$ cat config.mk
export PLATFORM = sky130hd
export DESIGN_NAME = pipe_stage_skid_reg
export DESIGN_NICKNAME = d
export VERILOG_FILES = /design/src/rtl/pipe_stage_skid_reg_pkg.sv /design/src/rtl/pipe_slot.sv /design/src/rtl/pipe_stage_skid_reg.sv
export SDC_FILE = /design/constraint.sdc
export NUM_CORES = 1
export LEC_CHECK = 0
export ABC_AREA = 1
export CORE_UTILIZATION = 28
export CTS_BUF_LIST = sky130_fd_sc_hd__clkbuf_2
export DETAILED_ROUTE_END_ITERATION = 12
export DONT_BUFFER_PORTS = 1
export MAX_ROUTING_LAYER = met4
export PLACE_DENSITY = 0.45
export SKIP_CTS_REPAIR_TIMING = 1
export SYNTH_ARGS = -nofsm -noshare
export SYNTH_HDL_FRONTEND = slang
export SYNTH_HIERARCHICAL = 1
export SYNTH_SLANG_ARGS = --single-unit
export TNS_END_PERCENT = 20
$ cat constraint.sdc
create_clock -name clk -period 2.13 [get_ports clk]
set_input_delay 0.426 -clock clk [delete_from_list [all_inputs] [get_ports clk]]
set_output_delay 0.426 -clock clk [all_outputs]
set_load 0.01 [all_outputs]
$ cat src/rtl/pipe_stage_skid_reg_pkg.sv
// Shared pipeline-register definitions: MEM/WB bundle layout and the default bubble kill mask.
package pipe_stage_skid_reg_pkg;

  localparam int unsigned WORD_LEN       = 32;
  localparam int unsigned REG_ADDR_LEN   = 5;
  localparam int unsigned MWB_PAYLOAD_W  = 2 * WORD_LEN + REG_ADDR_LEN + 2;

  localparam int unsigned MWB_WB_EN_BIT  = 70;
  localparam int unsigned MWB_MEM_RD_BIT = 69;
  localparam int unsigned MWB_ALU_LSB    = 37;
  localparam int unsigned MWB_MEM_LSB    = 5;
  localparam int unsigned MWB_DEST_LSB   = 0;

  typedef struct packed {
    logic                    wb_en;
    logic                    mem_rd;
    logic [WORD_LEN-1:0]     alu_res;
    logic [WORD_LEN-1:0]     mem_data;
    logic [REG_ADDR_LEN-1:0] dest;
  } mwb_payload_t;

  // Enables that must never be seen asserted on a bubble.
  localparam logic [MWB_PAYLOAD_W-1:0] MWB_KILL_MASK =
      (MWB_PAYLOAD_W'(1) << MWB_WB_EN_BIT) | (MWB_PAYLOAD_W'(1) << MWB_MEM_RD_BIT);

  function automatic logic [1:0] occ_count(input logic a, input logic b);
    return {1'b0, a} + {1'b0, b};
  endfunction

endpackage

$ cat src/rtl/pipe_slot.sv
// One storage entry: valid bit plus payload register with load and clear.
module pipe_slot #(
  parameter int unsigned W = 8
) (
  input  logic         clk,
  input  logic         rst_n,
  input  logic         load_i,
  input  logic         clear_i,
  input  logic [W-1:0] data_i,
  output logic         valid_o,
  output logic [W-1:0] data_o
);

  logic         valid_q, valid_d;
  logic [W-1:0] data_q,  data_d;

  // Load wins over clear; clear only drops valid so the payload stays for masking.
  always_comb begin
    valid_d = valid_q;
    data_d  = data_q;
    if (load_i) begin
      valid_d = 1'b1;
      data_d  = data_i;
    end else if (clear_i) begin
      valid_d = 1'b0;
    end
  end

  always_ff @(posedge clk or negedge rst_n) begin
    if (!rst_n) begin
      valid_q <= 1'b0;
      data_q  <= '0;
    end else begin
      valid_q <= valid_d;
      data_q  <= data_d;
    end
  end

  assign valid_o = valid_q;
  assign data_o  = data_q;

endmodule

$ cat src/rtl/pipe_stage_skid_reg.sv
// Valid/ready pipeline stage register with optional 2-entry skid buffer,
// flush, bubble masking of control bits and a saturating stall counter.
module pipe_stage_skid_reg
  import pipe_stage_skid_reg_pkg::*;
#(
  parameter int unsigned          PAYLOAD_W = MWB_PAYLOAD_W,
  parameter logic [PAYLOAD_W-1:0] KILL_MASK = PAYLOAD_W'(MWB_KILL_MASK),
  parameter bit                   SKID      = 1'b1,
  parameter int unsigned          CNT_W     = 16
) (
  input  logic                 clk,
  input  logic                 rst_n,
  input  logic                 flush_i,
  input  logic                 in_valid_i,
  output logic                 in_ready_o,
  input  logic [PAYLOAD_W-1:0] in_payload_i,
  output logic                 out_valid_o,
  input  logic                 out_ready_i,
  output logic [PAYLOAD_W-1:0] out_payload_o,
  output logic [1:0]           occupancy_o,
  output logic [CNT_W-1:0]     stall_cnt_o
);

  logic                 main_valid, skid_valid;
  logic [PAYLOAD_W-1:0] main_data,  skid_data, main_din;
  logic                 main_load,  main_clear, skid_load, skid_clear;
  logic                 in_ready,   in_fire,    out_fire;
  logic [CNT_W-1:0]     stall_q,    stall_d;

  // With a skid entry, ready depends only on state; without it, ready looks through to downstream.
  assign in_ready = SKID ? ~skid_valid : (out_ready_i | ~main_valid);
  assign in_fire  = in_valid_i & in_ready;
  assign out_fire = main_valid & out_ready_i;

  always_comb begin
    main_load  = 1'b0;
    main_clear = 1'b0;
    skid_load  = 1'b0;
    skid_clear = 1'b0;
    main_din   = in_payload_i;
    if (flush_i) begin
      main_clear = 1'b1;
      skid_clear = 1'b1;
    end else if (skid_valid) begin
      if (out_fire) begin
        main_load  = 1'b1;
        main_din   = skid_data;
        skid_clear = 1'b1;
      end
    end else if (in_fire) begin
      if (!main_valid || out_fire) begin
        main_load = 1'b1;
      end else begin
        skid_load = 1'b1;
      end
    end else if (out_fire) begin
      main_clear = 1'b1;
    end
  end

  pipe_slot #(.W(PAYLOAD_W)) u_main (
    .clk     (clk),
    .rst_n   (rst_n),
    .load_i  (main_load),
    .clear_i (main_clear),
    .data_i  (main_din),
    .valid_o (main_valid),
    .data_o  (main_data)
  );

  if (SKID) begin : g_skid
    pipe_slot #(.W(PAYLOAD_W)) u_skid (
      .clk     (clk),
      .rst_n   (rst_n),
      .load_i  (skid_load),
      .clear_i (skid_clear),
      .data_i  (in_payload_i),
      .valid_o (skid_valid),
      .data_o  (skid_data)
    );
  end else begin : g_no_skid
    assign skid_valid = 1'b0;
    assign skid_data  = '0;
  end

  // Saturating count of back-pressured cycles; only reset clears it.
  always_comb begin
    stall_d = stall_q;
    if (main_valid && !out_ready_i && (stall_q != '1)) begin
      stall_d = stall_q + CNT_W'(1);
    end
  end

  always_ff @(posedge clk or negedge rst_n) begin
    if (!rst_n) begin
      stall_q <= '0;
    end else begin
      stall_q <= stall_d;
    end
  end

  assign in_ready_o    = in_ready;
  assign out_valid_o   = main_valid;
  assign out_payload_o = main_valid ? main_data : (main_data & ~KILL_MASK);
  assign occupancy_o   = occ_count(main_valid, skid_valid);
  assign stall_cnt_o   = stall_q;

endmodule

==> results of run 1 <==
metal layers:
metal  share of wire (%)  global-route usage, %
met5                   0                      -
met4                0.73                   3.78
met3                 4.8                   4.60
met2                  46                   22.6
met1                  48                   18.2
flip-flops by register name (all words and copies together) (netlist names):
| name | cells |
|---|---|
| g_skid.u_skid/valid_o | 1 |
| stall_cnt_o | 16 |
| g_skid.u_skid/data_o | 71 |
| u_main/valid_o | 1 |
| u_main/data_o | 71 |
kinds of logic (layout without fill, tap and decap cells):
group / count (synthesis) / in the layout
other: 0 / 3
flip-flops: 160 / 160
multiplexers: 71 / 71
adder cells (fa/ha/maj): 2 / 2
AND/OR/NAND/NOR: 538 / 538
XOR/XNOR: 8 / 8
buffers and inverters: 61 / 145
AO/OA/AOI/OAI: 7 / 7
stage by stage:
step                      util (%)  cells  hold WS (ps)  area [sq um]  setup WS [ps]
after floorplan                  -    847           130          7510            530
after global placement        29.5   1157           137          7740            366
after detailed placement      29.5   1157           137          7740            350
after CTS                     30.4   1189          -766          7980          -98.2
after global routing          33.4   1269          -786          8760           1.01
final                         33.4   1269          -628          8760            162
cell usage in the layout, fill, tap and decap left out, types with 2 or more instances in the layout:
master                          count
sky130_fd_sc_hd__nand2_1          502
sky130_fd_sc_hd__dfrtp_1          158
sky130_fd_sc_hd__dlygate4sd3_1     75
sky130_fd_sc_hd__mux2_2            62
sky130_fd_sc_hd__clkbuf_2          19
sky130_fd_sc_hd__nor2_1            17
sky130_fd_sc_hd__inv_1             16
sky130_fd_sc_hd__buf_4             11
sky130_fd_sc_hd__mux2_4             9
sky130_fd_sc_hd__nand3_1            7
sky130_fd_sc_hd__o21ai_0            5
sky130_fd_sc_hd__xor2_1             4
sky130_fd_sc_hd__xnor2_1            4
sky130_fd_sc_hd__nand4_1            4
sky130_fd_sc_hd__buf_12             4
sky130_fd_sc_hd__diode_2            3
sky130_fd_sc_hd__inv_2              3
sky130_fd_sc_hd__nor2_4             3
sky130_fd_sc_hd__clkinv_4           3
sky130_fd_sc_hd__inv_6              3
sky130_fd_sc_hd__ha_1               2
sky130_fd_sc_hd__clkinvlp_4         2
sky130_fd_sc_hd__clkinv_2           2
sky130_fd_sc_hd__clkinv_1           2
sky130_fd_sc_hd__bufinv_16          2
sky130_fd_sc_hd__dfrtp_2            2
worst paths after layout:
| path | from | end | slack (ps) |
|---|---|---|---|
| hold / removal | rst_n | g_skid.u_skid/data_o[12] | -630 |
| setup / recovery | u_main/valid_o | occupancy_o[0] | 160 |
| hold reg to reg | g_skid.u_skid/data_o[8] | g_skid.u_skid/data_o[8] | 500 |
| max in group asynchronous | rst_n | stall_cnt_o[13] | 2370 |
| setup reg to reg | u_main/valid_o | g_skid.u_skid/data_o[11] | 310 |
| min in group clk | out_ready_i | u_main/valid_o | 160 |
area by class of cell:
| cell class | count | area (sq um) |
|---|---|---|
| fillers | 2738 | 17400 |
| well taps | 335 | 419 |
| clock inverters | 13 | 139 |
| clock buffers | 19 | 95.1 |
| diodes | 3 | 7.51 |
| flip-flops and latches | 160 | 4010 |
| inverters | 22 | 95.1 |
| multi-input cells | 626 | 3070 |
| repair buffers | 91 | 925 |
power groups by stage:
stage               registers [W]  logic [W]  clock network, W
floorplan                 0.00436   0.000876                 0
global placement          0.00450    0.00103                 0
detailed placement        0.00450    0.00106                 0
CTS                       0.00444    0.00106           0.00186
global route              0.00454    0.00139           0.00195
finish                    0.00443    0.00118           0.00173
==> run metrics, run 1 <==
register area share after synthesis=53.3%; top-area cell type share of the netlist area=53.3%; number of buffer and inverter stages on the critical path=0; global-route usage over all layers=14.5%; synthesized instance count=847; RSZ-0062 raised after global routing=false; count of routing violations after the opening detailed-route iteration=331; number of levels in the clock H-tree=4; Final min period=1970 ps; number of antenna violations at the first check in global routing=1; die width=166 um; total gr overflow=0; Hold Vio Cnt, Final=160; final hold slack=-628 ps; core region area=26200 sq um; die footprint=27500 sq um; synthesized-area fraction occupied by ao, oa, aoi and oai cells=0.500%; type of the setup path with the least slack=flip-flop to output port; worst-case headroom to the max-slew limit=58.5%; TritonCTS buffer count=17; vias in the first global route=5346; most used standard cell by instance count after synthesis=sky130_fd_sc_hd__nand2_1; library cell occupying the most area in the post-synthesis netlist=sky130_fd_sc_hd__dfrtp_1; cell depth of the worst setup path=1; LEAKAGE=4.48 nW; cell chain of the critical path=ha_1; synthesis-stage register bit count=160; maximum single-stage delay on the critical path=500 ps; DRT Pass-1 Iters=10; Vias/cell=4.31; Total Power Consumption=0.00735 W; Critical Path Slowest Stage Cell=sky130_fd_sc_hd__dfrtp_2; Worst setup EP type=output port; data arrival at the endpoint of the critical path=1540 ps; Placement Rows=59; total nets after synthesis=925; sink count of the clock tree=160; adder and majority cell fraction of the synthesized area=0.333%; violated checks=design-rule violations, negative hold slack; net switching share of the total power=33.7%; commonest register cell after synthesis=sky130_fd_sc_hd__dfrtp_1; clk root buf=sky130_fd_sc_hd__clkbuf_2; max-capacitance violation count=0; number of synthesized flops with an enable pin=0; ys async rst share=100%; yosys synthesis warning count=6; CP max FO=5; Flop pwr share=60.3%; Req. time, crit path=1700 ps; layout cells sized above 1=14.2%; family with the most delay on the worst path=flip-flops; synthesized area per cell=8.86 sq um; Max clock buf depth=2; top post-synthesis cells by area=sky130_fd_sc_hd__dfrtp_1 53%, sky130_fd_sc_hd__nand2_1 25%, sky130_fd_sc_hd__mux2_2 9.3%; Layout Skew=55.5 ps; latest clock arrival within the worst-skew pair=710 ps; maximum clock frequency=0.508 GHz; Placer Congestion=0.715; Initial Utilization=28.6%; input/output buffers=0; PwrDens=840 nW/um^2; crit path launch type=flip-flop; clock share of power=23.6%; die extent in y=166 um; FF-to-FF path depth=8; average wire per cell in the routed design=14.9 um; Net count, final=996; share of cell area taken by muxes after synthesis=11.1%; most common library cells after synthesis=502 x sky130_fd_sc_hd__nand2_1, 160 x sky130_fd_sc_hd__dfrtp_1, 62 x sky130_fd_sc_hd__mux2_2; Total Routed Length=18.9 mm; count of antenna-violating nets left after detailed routing=0; Setup violations, final=0; Syn Std Cell Area=7510 sq um; maximum number of pins on one net before global-route repair=161; internal power=0.00488 W; net switching power=0.00248 W; clock tree from TritonCTS=yes; TNS Setup=0 ps; distinct cell type count of the synthesized netlist=25; number of pins with negative max-slew slack in the final report=0; Hold Path Class=primary input to asynchronous set/reset pin; Final HPWL DP=11.3 mm; combinational family with the most area after synthesis=simple AND/OR/NAND/NOR gates; wire length of the first global-routing pass=30.2 mm; worst IR drop on VDD=304 uV; number of I/O pins=167; status=finished with violations; share of power burned in combinational logic=16.1%; clock edge transition at the registers on the reported setup and hold paths=260 ps; portion of the clock cycle consumed by the worst path in the final layout=92.4%; Synth Area in Simple Gates=27.8%; routed vias=5471; area grow syn2layout=16.7%; xor and xnor area share after synthesis=0.933%; transition time at the pin with the least slew margin=622 ps; DRC violations left=10
(Power assumes the default switching activity.)
==> run 2: changes to the inputs <==
- MAX_ROUTING_LAYER: met4 -> default
==> run 2 against run 1 <==
  * The run still ends with design-rule violations, negative hold slack left
  * Sequential power barely moved
  * Clock power is essentially flat
  * Wire length hardly changed
  * Final cell count unchanged
  * Cell area stayed put
  * Critical path type unchanged
==> run metrics, run 2 (synthesis results as in run 1) <==
transition time at the pin with the least slew margin=622 ps; data arrival at the endpoint of the critical path=1540 ps; die footprint=27500 sq um; maximum single-stage delay on the critical path=500 ps; vias in the first global route=5332; setup slack on the worst flop-to-flop path=330 ps; PwrDens=840 nW/um^2; maximum clock frequency=0.510 GHz; number of levels in the clock H-tree=4; Vias/cell=4.32; TNS Setup=0 ps; latest clock arrival within the worst-skew pair=700 ps; core region area=26200 sq um; input/output buffers=0; final hold slack=-623 ps; max-capacitance violation count=0; routed vias=5486; clk root buf=sky130_fd_sc_hd__clkbuf_2; average wire per cell in the routed design=14.9 um; Hold Vio Cnt, Final=160; number of buffer and inverter stages on the critical path=0; die width=166 um; count of routing violations after the opening detailed-route iteration=267; uppermost signal routing layer after detailed routing=met4; wire length of the first global-routing pass=30.2 mm; number of pins with negative max-slew slack in the final report=0; most frequent cells in the layout=502 x sky130_fd_sc_hd__nand2_1, 158 x sky130_fd_sc_hd__dfrtp_1, 75 x sky130_fd_sc_hd__dlygate4sd3_1; crit path launch type=flip-flop; Critical Path Slowest Stage Cell=sky130_fd_sc_hd__dfrtp_2; Req. time, crit path=1700 ps; met1 layer wirelength in the final routing=9.08 mm; metal2 WL=8.72 mm; clock edge transition at the registers on the reported setup and hold paths=260 ps; type of the setup path with the least slack=flip-flop to output port; Setup violations, final=0; Layout Skew=51.7 ps; count of antenna-violating nets left after detailed routing=0; total gr overflow=0; Final HPWL DP=11.3 mm; worst IR drop on VDD=304 uV; LEAKAGE=4.48 nW; sink count of the clock tree=160; violated checks=design-rule violations, negative hold slack; CP max FO=5; Worst setup EP type=output port; most frequent standard cell in the layout excluding fill and tap cells=sky130_fd_sc_hd__nand2_1; Initial Utilization=28.6%; worst-case headroom to the max-slew limit=58.5%; status=finished with violations; global-route usage over all layers=14.1%; TritonCTS buffer count=17; number of antenna violations at the first check in global routing=1; Placer Congestion=0.707; die extent in y=166 um; layout cells sized above 1=14.2%; maximum number of pins on one net before global-route repair=161; clock tree from TritonCTS=yes; RSZ-0062 raised after global routing=false; Total Routed Length=18.9 mm; Net count, final=996; DRC violations left=10; Final min period=1960 ps; fill cell total of the finished layout=2738; DRT Pass-1 Iters=10; Max clock buf depth=2; amount of wire on met3 after detailed routing=981 um; Hold Path Class=primary input to asynchronous set/reset pin; cell chain of the critical path=ha_1; Placement Rows=59; portion of the clock cycle consumed by the worst path in the final layout=92.1%; family with the most delay on the worst path=flip-flops; area grow syn2layout=16.7%; number of I/O pins=167
==> run 2: layout make-up <==
cell class	instances	area [sq um]	area share [%]
Inverter	22	95.1	1.09
Clock inverter	13	139	1.59
Sequential cell	160	4010	45.7
Antenna cell	3	7.51	0.0857
Tap cell	335	419	4.79
Timing Repair Buffer	91	925	10.6
Multi-Input combinational cell	626	3070	35.1
Clock buffer	19	95.1	1.09
==> run 2: metrics by stage <==
stage                     cells  worst slack, ps  power (W)  cell area, sq um  utilization, %
after floorplan             847              530    0.00524              7510               -
after global placement     1157              366    0.00553              7740            29.5
after detailed placement   1157              350    0.00556              7740            29.5
after CTS                  1189            -98.2    0.00736              7980            30.4
after global routing       1269             7.56    0.00788              8760            33.4
final                      1269              168    0.00736              8760            33.4
==> run 2: worst paths after layout <==
check / start / end / cells after the start
hold / removal: rst_n / g_skid.u_skid/data_o[12] / 0
hold reg to reg: g_skid.u_skid/data_o[8] / g_skid.u_skid/data_o[8] / 2
min in group clk: out_ready_i / u_main/valid_o / 4
setup reg to reg: u_main/valid_o / g_skid.u_skid/data_o[11] / 8
max in group asynchronous: rst_n / stall_cnt_o[13] / 0
setup / recovery: u_main/valid_o / occupancy_o[0] / 1
==> run 2: power by group <==
group          leakage (nW)  switching [W]  internal, W
Combinational          2.33       0.000635     0.000547
Clock                 0.141        0.00119     0.000552
Sequential             2.02       0.000659      0.00378
Total                  4.48        0.00248      0.00488
==> run 2: routing by layer <==
layer | up-vias | GRT usage, %
li1 | 2756 | -
met1 | 2608 | 18.0
met2 | 116 | 22.6
met3 | 6 | 4.84
met4 | 0 | 3.78
met5 | - | 0
